--- src/rtl/cpu_mem_pkg.sv ---
// Shared definitions for the CPU memory subsystem.
// Holds the default bus widths, the read-return owner encoding and the
// memory port arbiter state encoding.
package cpu_mem_pkg;

  localparam int CPU_ADDR_W = 8;
  localparam int CPU_DATA_W = 8;

  // Which requester a pending synchronous read belongs to
  typedef enum logic [1:0] {
    OWN_NONE = 2'd0,
    OWN_IF   = 2'd1,
    OWN_DM   = 2'd2
  } owner_e;

  // Arbiter FSM: normal arbitration or data side holding the port
  typedef enum logic {
    ARB_RUN  = 1'b0,
    ARB_LOCK = 1'b1
  } arb_state_e;

endpackage

--- src/rtl/mem_port_arbiter_if.sv ---
// Bundle of the fetch port, data port and single memory port that the
// arbiter sits between.
// Modports:
//   slave  - arbiter view (takes fetch/data requests and memory read data,
//            drives grants, read returns and the memory strobe/address/data)
//   master - environment view (IF/MEM stages plus the memory itself)
interface mem_port_arbiter_if #(
  parameter int ADDR_W = 8,
  parameter int DATA_W = 8
);

  // Fetch side
  logic              if_req;
  logic [ADDR_W-1:0] if_addr;
  logic              if_gnt;
  logic              if_rvalid;
  logic [DATA_W-1:0] if_rdata;

  // Data side
  logic              dm_req;
  logic              dm_we;
  logic [ADDR_W-1:0] dm_addr;
  logic [DATA_W-1:0] dm_wdata;
  logic              dm_lock;
  logic              dm_gnt;
  logic              dm_rvalid;
  logic [DATA_W-1:0] dm_rdata;

  // Memory side
  logic              mem_en;
  logic              mem_we;
  logic [ADDR_W-1:0] mem_addr;
  logic [DATA_W-1:0] mem_wdata;
  logic [DATA_W-1:0] mem_rdata;

  modport slave (
    input  if_req, if_addr,
    output if_gnt, if_rvalid, if_rdata,
    input  dm_req, dm_we, dm_addr, dm_wdata, dm_lock,
    output dm_gnt, dm_rvalid, dm_rdata,
    output mem_en, mem_we, mem_addr, mem_wdata,
    input  mem_rdata
  );

  modport master (
    output if_req, if_addr,
    input  if_gnt, if_rvalid, if_rdata,
    output dm_req, dm_we, dm_addr, dm_wdata, dm_lock,
    input  dm_gnt, dm_rvalid, dm_rdata,
    input  mem_en, mem_we, mem_addr, mem_wdata,
    output mem_rdata
  );

endinterface

--- src/rtl/mem_port_arbiter.sv ---
// Memory port arbiter: shares the single-port unified instruction/data
// memory between instruction fetch (read-only) and the MEM stage.
// One access is granted per cycle, combinationally in the request cycle.
// The data side wins by default; fetch is forced through once it has been
// denied STARVE_MAX cycles in a row. The data side may hold the port for
// multi-byte sequences with dm_lock, bounded by LOCK_MAX.
// Read data from the memory arrives one cycle after the grant and is
// steered to whichever port issued the read.
// Ports:
//   clk   - rising-edge clock
//   rstn  - synchronous active-low reset
//   bus   - fetch, data and memory signals (slave modport)
module mem_port_arbiter
  import cpu_mem_pkg::*;
#(
  parameter int ADDR_W     = CPU_ADDR_W,
  parameter int DATA_W     = CPU_DATA_W,
  parameter int STARVE_MAX = 3,
  parameter int LOCK_MAX   = 2
) (
  input  logic              clk,
  input  logic              rstn,
  mem_port_arbiter_if.slave bus
);

  localparam int STARVE_W = $clog2(STARVE_MAX + 1);
  localparam int LOCK_W   = $clog2(LOCK_MAX + 1);

  arb_state_e          state_q, state_d;
  logic [STARVE_W-1:0] starve_cnt_q, starve_cnt_d;
  logic [LOCK_W-1:0]   lock_cnt_q, lock_cnt_d;
  owner_e              rd_owner_q, rd_owner_d;

  logic if_gnt_s;
  logic dm_gnt_s;
  logic starved_s;

  // State register: FSM state, starvation/lock counters, read owner
  always_ff @(posedge clk) begin
    if (!rstn) begin
      state_q      <= ARB_RUN;
      starve_cnt_q <= {STARVE_W{1'b0}};
      lock_cnt_q   <= {LOCK_W{1'b0}};
      rd_owner_q   <= OWN_NONE;
    end else begin
      state_q      <= state_d;
      starve_cnt_q <= starve_cnt_d;
      lock_cnt_q   <= lock_cnt_d;
      rd_owner_q   <= rd_owner_d;
    end
  end

  // Next-state logic: lock tracking, fetch starvation and read ownership
  always_comb begin
    state_d      = ARB_RUN;
    lock_cnt_d   = {LOCK_W{1'b0}};
    starve_cnt_d = {STARVE_W{1'b0}};
    rd_owner_d   = OWN_NONE;

    case (state_q)
      ARB_RUN: begin
        if (dm_gnt_s && bus.dm_lock) begin
          state_d    = ARB_LOCK;
          lock_cnt_d = LOCK_W'(1);
        end else begin
          state_d    = ARB_RUN;
          lock_cnt_d = {LOCK_W{1'b0}};
        end
      end
      ARB_LOCK: begin
        // Lock is dropped when the data side lets go, stops requesting,
        // or has used up its consecutive-grant allowance.
        if (dm_gnt_s && bus.dm_lock && (lock_cnt_q < LOCK_W'(LOCK_MAX))) begin
          state_d    = ARB_LOCK;
          lock_cnt_d = lock_cnt_q + LOCK_W'(1);
        end else begin
          state_d    = ARB_RUN;
          lock_cnt_d = {LOCK_W{1'b0}};
        end
      end
      default: begin
        state_d    = ARB_RUN;
        lock_cnt_d = {LOCK_W{1'b0}};
      end
    endcase

    // Saturating count of consecutive denied fetch cycles
    if (bus.if_req && !if_gnt_s) begin
      if (starved_s) begin
        starve_cnt_d = starve_cnt_q;
      end else begin
        starve_cnt_d = starve_cnt_q + STARVE_W'(1);
      end
    end else begin
      starve_cnt_d = {STARVE_W{1'b0}};
    end

    if (if_gnt_s) begin
      rd_owner_d = OWN_IF;
    end else if (dm_gnt_s && !bus.dm_we) begin
      rd_owner_d = OWN_DM;
    end else begin
      rd_owner_d = OWN_NONE;
    end
  end

  // Output logic: grants, memory port drive and read-data steering
  always_comb begin
    if_gnt_s  = 1'b0;
    dm_gnt_s  = 1'b0;
    starved_s = (starve_cnt_q == STARVE_W'(STARVE_MAX));

    if (!rstn) begin
      if_gnt_s = 1'b0;
      dm_gnt_s = 1'b0;
    end else if ((state_q == ARB_LOCK) && bus.dm_req) begin
      // Locked: data side keeps the port even against a starved fetch
      dm_gnt_s = 1'b1;
    end else if (bus.if_req && starved_s) begin
      if_gnt_s = 1'b1;
    end else if (bus.dm_req) begin
      dm_gnt_s = 1'b1;
    end else if (bus.if_req) begin
      if_gnt_s = 1'b1;
    end else begin
      if_gnt_s = 1'b0;
      dm_gnt_s = 1'b0;
    end

    bus.if_gnt = if_gnt_s;
    bus.dm_gnt = dm_gnt_s;
    bus.mem_en = if_gnt_s | dm_gnt_s;
    bus.mem_we = dm_gnt_s & bus.dm_we;

    if (dm_gnt_s) begin
      bus.mem_addr  = bus.dm_addr;
      bus.mem_wdata = bus.dm_wdata;
    end else if (if_gnt_s) begin
      bus.mem_addr  = bus.if_addr;
      bus.mem_wdata = {DATA_W{1'b0}};
    end else begin
      bus.mem_addr  = {ADDR_W{1'b0}};
      bus.mem_wdata = {DATA_W{1'b0}};
    end

    bus.if_rvalid = (rd_owner_q == OWN_IF);
    bus.dm_rvalid = (rd_owner_q == OWN_DM);
    if (rd_owner_q == OWN_IF) begin
      bus.if_rdata = bus.mem_rdata;
    end else begin
      bus.if_rdata = {DATA_W{1'b0}};
    end
    if (rd_owner_q == OWN_DM) begin
      bus.dm_rdata = bus.mem_rdata;
    end else begin
      bus.dm_rdata = {DATA_W{1'b0}};
    end
  end

endmodule
--- src/flat_wrapper.sv ---
// flat-port wrapper written by rule: the top's interface ports become plain ports
module mem_port_arbiter_flat import cpu_mem_pkg::*;
#(
  parameter int ADDR_W     = CPU_ADDR_W,
  parameter int DATA_W     = CPU_DATA_W,
  parameter int STARVE_MAX = 3,
  parameter int LOCK_MAX   = 2
)
  (clk, rstn, bus_if_req, bus_if_addr, bus_if_gnt, bus_if_rvalid, bus_if_rdata, bus_dm_req, bus_dm_we, bus_dm_addr, bus_dm_wdata, bus_dm_lock, bus_dm_gnt, bus_dm_rvalid, bus_dm_rdata, bus_mem_en, bus_mem_we, bus_mem_addr, bus_mem_wdata, bus_mem_rdata);
  mem_port_arbiter_if #(.ADDR_W(ADDR_W), .DATA_W(DATA_W)) bus_i ();
  input  logic clk;
  input  logic rstn;
  input wire logic [$bits(bus_i.if_req)-1:0] bus_if_req;
  input wire logic [$bits(bus_i.if_addr)-1:0] bus_if_addr;
  output wire logic [$bits(bus_i.if_gnt)-1:0] bus_if_gnt;
  output wire logic [$bits(bus_i.if_rvalid)-1:0] bus_if_rvalid;
  output wire logic [$bits(bus_i.if_rdata)-1:0] bus_if_rdata;
  input wire logic [$bits(bus_i.dm_req)-1:0] bus_dm_req;
  input wire logic [$bits(bus_i.dm_we)-1:0] bus_dm_we;
  input wire logic [$bits(bus_i.dm_addr)-1:0] bus_dm_addr;
  input wire logic [$bits(bus_i.dm_wdata)-1:0] bus_dm_wdata;
  input wire logic [$bits(bus_i.dm_lock)-1:0] bus_dm_lock;
  output wire logic [$bits(bus_i.dm_gnt)-1:0] bus_dm_gnt;
  output wire logic [$bits(bus_i.dm_rvalid)-1:0] bus_dm_rvalid;
  output wire logic [$bits(bus_i.dm_rdata)-1:0] bus_dm_rdata;
  output wire logic [$bits(bus_i.mem_en)-1:0] bus_mem_en;
  output wire logic [$bits(bus_i.mem_we)-1:0] bus_mem_we;
  output wire logic [$bits(bus_i.mem_addr)-1:0] bus_mem_addr;
  output wire logic [$bits(bus_i.mem_wdata)-1:0] bus_mem_wdata;
  input wire logic [$bits(bus_i.mem_rdata)-1:0] bus_mem_rdata;
  assign bus_i.if_req = bus_if_req;
  assign bus_i.if_addr = bus_if_addr;
  assign bus_if_gnt = bus_i.if_gnt;
  assign bus_if_rvalid = bus_i.if_rvalid;
  assign bus_if_rdata = bus_i.if_rdata;
  assign bus_i.dm_req = bus_dm_req;
  assign bus_i.dm_we = bus_dm_we;
  assign bus_i.dm_addr = bus_dm_addr;
  assign bus_i.dm_wdata = bus_dm_wdata;
  assign bus_i.dm_lock = bus_dm_lock;
  assign bus_dm_gnt = bus_i.dm_gnt;
  assign bus_dm_rvalid = bus_i.dm_rvalid;
  assign bus_dm_rdata = bus_i.dm_rdata;
  assign bus_mem_en = bus_i.mem_en;
  assign bus_mem_we = bus_i.mem_we;
  assign bus_mem_addr = bus_i.mem_addr;
  assign bus_mem_wdata = bus_i.mem_wdata;
  assign bus_i.mem_rdata = bus_mem_rdata;
  mem_port_arbiter #(.ADDR_W(ADDR_W), .DATA_W(DATA_W), .STARVE_MAX(STARVE_MAX), .LOCK_MAX(LOCK_MAX)) u_core (.clk(clk), .rstn(rstn), .bus(bus_i));
endmodule
--- config.mk ---
export PLATFORM = sky130hd
export DESIGN_NAME = mem_port_arbiter_flat
export DESIGN_NICKNAME = d
export VERILOG_FILES = /design/src/rtl/cpu_mem_pkg.sv /design/src/rtl/mem_port_arbiter_if.sv /design/src/rtl/mem_port_arbiter.sv /design/src/flat_wrapper.sv
export SDC_FILE = /design/constraint.sdc
export NUM_CORES = 1
export LEC_CHECK = 0
export ABC_AREA = 1
export ABC_CLOCK_PERIOD_IN_PS = 1650
export CORE_ASPECT_RATIO = 0.7
export CORE_MARGIN = 2
export CORE_UTILIZATION = 24
export CTS_CLUSTER_SIZE = 14
export DETAILED_ROUTE_END_ITERATION = 10
export PLACE_DENSITY = 0.77
export SLEW_MARGIN = 15
export SYNTH_ARGS = -nofsm -noshare
export SYNTH_HDL_FRONTEND = slang
export SYNTH_SLANG_ARGS = --single-unit
export TNS_END_PERCENT = 20
--- constraint.sdc ---
create_clock -name clk -period 1.65 [get_ports clk]
set_input_delay 0.33 -clock clk [delete_from_list [all_inputs] [get_ports clk]]
set_output_delay 0.33 -clock clk [all_outputs]
set_load 0.05 [all_outputs]
==> out/qor.csv, run 1 <==
stage;metric;value;unit
outcome;outcome;stopped before the end;
outcome;stage where the flow stopped;5_1_grt;
outcome;error text reported by the tool;[ERROR DPL-0033] detailed placement checks failed during check placement.;
placement;final HPWL from detailed placement;2690;um
global_routing;antenna violations before repair;0;
yosys;multiplexer area fraction after synthesis;0.0177;
yosys;number of synthesized register bits;7;
yosys;register area share after synthesis;0.248;
die;number of placement rows;14;
cts;Clock H-tree levels;1;
yosys;xor and xnor area share after synthesis;0.0155;
global_routing;pin count of the biggest net entering global routing;10;
placement;routability cong.;0.716;
yosys;simple-gate area share of the yosys netlist;0.487;
yosys;number of warning messages in the yosys log;0;
placement;input/output buffers;75;
placement;worst-case setup slack after placement;-268;ps
yosys;cell type with the highest aggregate area in the netlist;dfxtp_1;
sta;Crit. endpoint post-GRT repair;bus_mem_addr[6];
sta;classification of the worst endpoint;output port;
cts;Root Driver;clkbuf_4;
yosys;Cell Area, Synth;566;um^2
yosys;Mapped Cells;107;
yosys;Synth cell types;15;
yosys;most area-consuming cells after synthesis;dfxtp_1, nand2_1, nor2_1;
yosys;fraction of synthesized cell area taken by the top area cell type;0.248;
die;initial core utilization;0.258;
yosys;post-synthesis compound-gate area fraction;0.00885;
die;floorplan die height;44.6;um
die;number of top-level design ports;76;
cts;maximum number of buffers from clock root to sink;2;
die;Chip Width;62.0;um
cts;Inserted Clock Buffers;3;
yosys;largest family of logic cells by synthesized area;simple AND/OR/NAND/NOR gates;
cts;Sink Count;7;
yosys;average cell area after synthesis;5.29;um^2
yosys;adder-cell share of the synthesized area;0.0221;
yosys;Post-Synthesis Net Count;146;
## kinds of logic after synthesis
| logic type | Yosys count |
|---|---|
| adder cells (fa/ha/maj) | 1 |
| flip-flops | 7 |
| buffers and inverters | 28 |
| XOR/XNOR | 1 |
| AND/OR/NAND/NOR | 68 |
| multiplexers | 1 |
| AO/OA/AOI/OAI | 1 |
## Yosys cell counts (all sizes together)
master	instances
nand2	34
o21ai	1
dfxtp	7
buf	1
inv	26
mux2i	1
xor2	1
nand4	2
nor2	30
ha	1
clkinv	1
nand3	2
## metrics by stage
stage | cells | cell area, um^2
global placement | 222 | 1890
detailed placement | 222 | 1890
floorplan | 107 | 637
CTS | 230 | 2110
## timing repair
item,4_1_cts
setup endpoints to repair,27
hold buffers,0
pin swaps,5
buffers inserted,2
gates cloned,2
gates resized for setup,49
==> run 2, diff against run 1 <==
--- a/config.mk
+++ b/config.mk
@@ -7,12 +7,10 @@
 export LEC_CHECK = 0
 export ABC_AREA = 1
 export ABC_CLOCK_PERIOD_IN_PS = 1650
-export CORE_ASPECT_RATIO = 0.7
-export CORE_MARGIN = 2
-export CORE_UTILIZATION = 24
-export CTS_CLUSTER_SIZE = 14
+export CORE_AREA = 2 2 63 65
 export DETAILED_ROUTE_END_ITERATION = 10
-export PLACE_DENSITY = 0.77
+export DIE_AREA = 0 0 65 67
+export PLACE_DENSITY_LB_ADDON = 0.15
 export SLEW_MARGIN = 15
 export SYNTH_ARGS = -nofsm -noshare
 export SYNTH_HDL_FRONTEND = slang
==> out/qor.csv, run 2 <==
stage;metric;value;unit
yosys;prevailing post-synth register cell;dfxtp_1;
cts;Clock H-tree levels;1;
setup_path;CP Launch Type;register;
power;Static Leak;0.957;nW
yosys;Post-Synthesis Net Count;146;
setup_path;cell count of the worst reg-to-reg path;8;
die;number of top-level design ports;76;
die;number of placement rows;22;
placement;input/output buffers;75;
yosys;EDFF count, synth;0;
yosys;cell type with the highest aggregate area in the netlist;dfxtp_1;
layout;Largest regs;u_core.lock_cnt_q: 2 flops, u_core.rd_owner_q: 2 flops, u_core.starve_cnt_q: 2 flops;
layout;fraction of layout instances using a drive strength above 1;0.495;
cts;Inserted Clock Buffers;3;
setup_path;Critical R2R Capture;u_core.lock_cnt_q[0]$_SDFF_PN0_;
yosys;most common cell in the synthesized netlist;nand2_1;
power;worst supply voltage drop on vdd;0.487;mV
sta;count of final max-slew check failures;0;
die;initial core utilization;0.157;
routing;DRT iter0 DRCs;11;
yosys;Async SR Flop Fraction;0;
setup_path;data required time at the worst endpoint;1320;ps
setup_path;critical path data arrival time;1360;ps
layout;synth-to-layout area growth;278;%
cts;clock-pin slew on the worst setup and hold paths;40;ps
routing;count of antenna-violating nets left after detailed routing;0;
setup_path;maximum fanout along the worst path;4;
yosys;number of warning messages in the yosys log;0;
die;area of the placeable core;3610;um^2
outcome;violations in the final reports;negative setup slack;
worst_hold_path;worst hold path class;reg -> reg;
routing;DR vias;987;
worst_hold_path;Hold EP;u_core.lock_cnt_q[1]$_SDFF_PN0_;
cts;Sink Count;7;
sta;Layout Skew;0.189;ps
sta;final critical delay including setup and external delays;1690;ps
placement;worst-case setup slack after placement;-262;ps
sta;endpoints failing setup;4;
routing;DR vias/cell;3.98;
yosys;Cell Area, Synth;566;um^2
placement;final HPWL from detailed placement;2160;um
layout;most frequent cells in the layout;buf_12, clkdlybuf4s50_1, inv_1;
placement;routability cong.;0.746;
die;area of the die;4360;um^2
yosys;average cell area after synthesis;5.29;um^2
setup_path;Largest stage delay, worst path;340;ps
routing;total wirelength of the detailed-routed design;2610;um
sta;Peak Freq;591;MHz
layout;Layout Nets;240;
global_routing;first-pass GRT wire length;4140;um
routing;average wire length per cell after detail routing;10.5;um
cts;maximum number of buffers from clock root to sink;2;
global_routing;gr ovfl total;0;
setup_path;setup slack of the worst register-to-register path;230;ps
cts;TritonCTS clock tree;yes;
cts;source-to-sink clock delay at the later pin of the worst-skew pair;220;ps
sta;min setup slack post-route;-42.7;ps
yosys;register area share after synthesis;0.248;
yosys;most area-consuming cells after synthesis;dfxtp_1, nand2_1, nor2_1;
global_routing;antenna violations before repair;0;
sta;worst slew slack as a fraction of its limit;0.858;
sta;Least-Margin Pin Slew;212;ps
placement;post-placement cell count;237;
routing;DRT Pass-1 Iters;2;
sta;worst-case hold slack;433;ps
die;Chip Width;65;um
yosys;Mapped Cells;107;
sta;RSZ-0062 raised after global routing;true;
power;post-layout total power;0.934;mW
global_routing;via count of the first global-routing pass;1017;
layout;final non-filler cell total;248;
yosys;most frequent cells after synthesis;nand2_1, nor2_1, inv_1, dfxtp_1, nand2_2;
power;total power divided by cell area;437;nW/um^2
cts;CTS Hold Buffers Added;0;
outcome;outcome;finished, violations left;
run;max-cap check violation count;0;
routing;number of remaining DRC errors;0;
die;floorplan die height;67;um
worst_hold_path;Hold Path Stages;2;
cts;Root Driver;clkbuf_8;
global_routing;pin count of the biggest net entering global routing;10;
setup_path;list of cells traversed by the critical path;ha_4 > nand3_4 > nand2_8 > clkinvlp_4 > nand2_1 > nand2_2 > buf_12;
sta;number of hold violations in the final report;0;
worst_hold_path;critical hold path startpoint;u_core.state_q$_SDFF_PN0_;
yosys;fraction of synthesized cell area taken by the top area cell type;0.248;
layout;number of antenna repair diodes;0;
setup_path;Worst setup EP type;output port;
layout;commonest non-fill, non-tap cell in the layout;buf_12;
global_routing;all-layer global routing usage;0.125;
sta;fraction of the cycle the final worst path needs;1.03;
setup_path;Worst path slowest cell;dfxtp_2;
setup_path;class of the most critical setup path;reg -> out;
yosys;Synth cell types;15;
yosys;number of synthesized register bits;7;
setup_path;worst reg2reg path startpoint;u_core.starve_cnt_q[1]$_SDFFE_PN0P_;
run 2: cell counts after synthesis:
No cell type changed its count.
run 2: power breakdown:
group / internal, mW / leakage, nW / total (mW) / switching (mW)
Combinational: 0.258 / 0.876 / 0.519 / 0.261
Clock: 0.166 / 0.0228 / 0.232 / 0.0660
Sequential: 0.177 / 0.0583 / 0.182 / 0.00432
run 2: worst max-delay path by stage:
| stage | from | endpoint | slack (ps) | cells after the start |
|---|---|---|---|---|
| global placement | rstn | bus_mem_addr[7] | -220 | 8 |
| finish | u_core.starve_cnt_q[1]$_SDFFE_PN0P_ | bus_mem_addr[3] | -40 | 7 |
| CTS | u_core.starve_cnt_q[1]$_SDFFE_PN0P_ | bus_mem_addr[3] | -80 | 7 |
| floorplan | u_core.starve_cnt_q[0]$_SDFFE_PN0P_ | bus_mem_wdata[0] | -190 | 5 |
| global route | u_core.starve_cnt_q[1]$_SDFFE_PN0P_ | bus_mem_addr[6] | -120 | 7 |
| detailed placement | bus_dm_req | bus_mem_wdata[6] | -260 | 7 |
run 2: layout make-up:
cell class                      instances  area (um^2)
Tap cell                               48         60.1
Timing Repair Buffer                   88         1240
Inverter                               27          113
Sequential cell                         7          143
Fill cell                             315         1470
Timing Repair inverter                  2         13.8
Multi-Input combinational cell         72          520
Clock buffer                            4         45.0
run 2: cells by family after synthesis:
group                      count (synthesis)  synth area share
and+or+nand+nor                           68             0.487
buffers and inverters                     28             0.201
muxes                                      1            0.0177
AOI/OAI and AO/OA                          1           0.00884
DFF                                        7             0.248
adders and majority gates                  1            0.0221
xor gates and xnor gates                   1            0.0155
run 2: critical path: cells and delay by family, from the launching register on:
kind                     cells  cell delay [ps]
adder cells (fa/ha/maj)      1              170
buffers and inverters        2              270
flip-flops                   1              340
AND/OR/NAND/NOR              4              350
run 2: routing by layer:
metal  part of all wire  GRT usage
met4              0.010     0.0479
met5                  0          0
met3               0.12     0.0541
met2               0.54      0.247
met1               0.33      0.111
run 2: through the flow:
step                utilization  setup TNS, ps  area, um^2
finish                    0.592           -149        2140
global route              0.592          -1290        2140
CTS                       0.582           -674        2100
detailed placement        0.524          -4260        1890
global placement          0.524          -3690        1890
floorplan                     -          -3420         637
run 2: what timing repair did:
action | in CTS | in global routing
setup buffers | 4 | 1
cloned | 2 | 0
pin swaps | 6 | 4
resized for setup | 40 | 8
endpoints found under the setup margin | 19 | 35
Power figures use the tool's default switching activity.
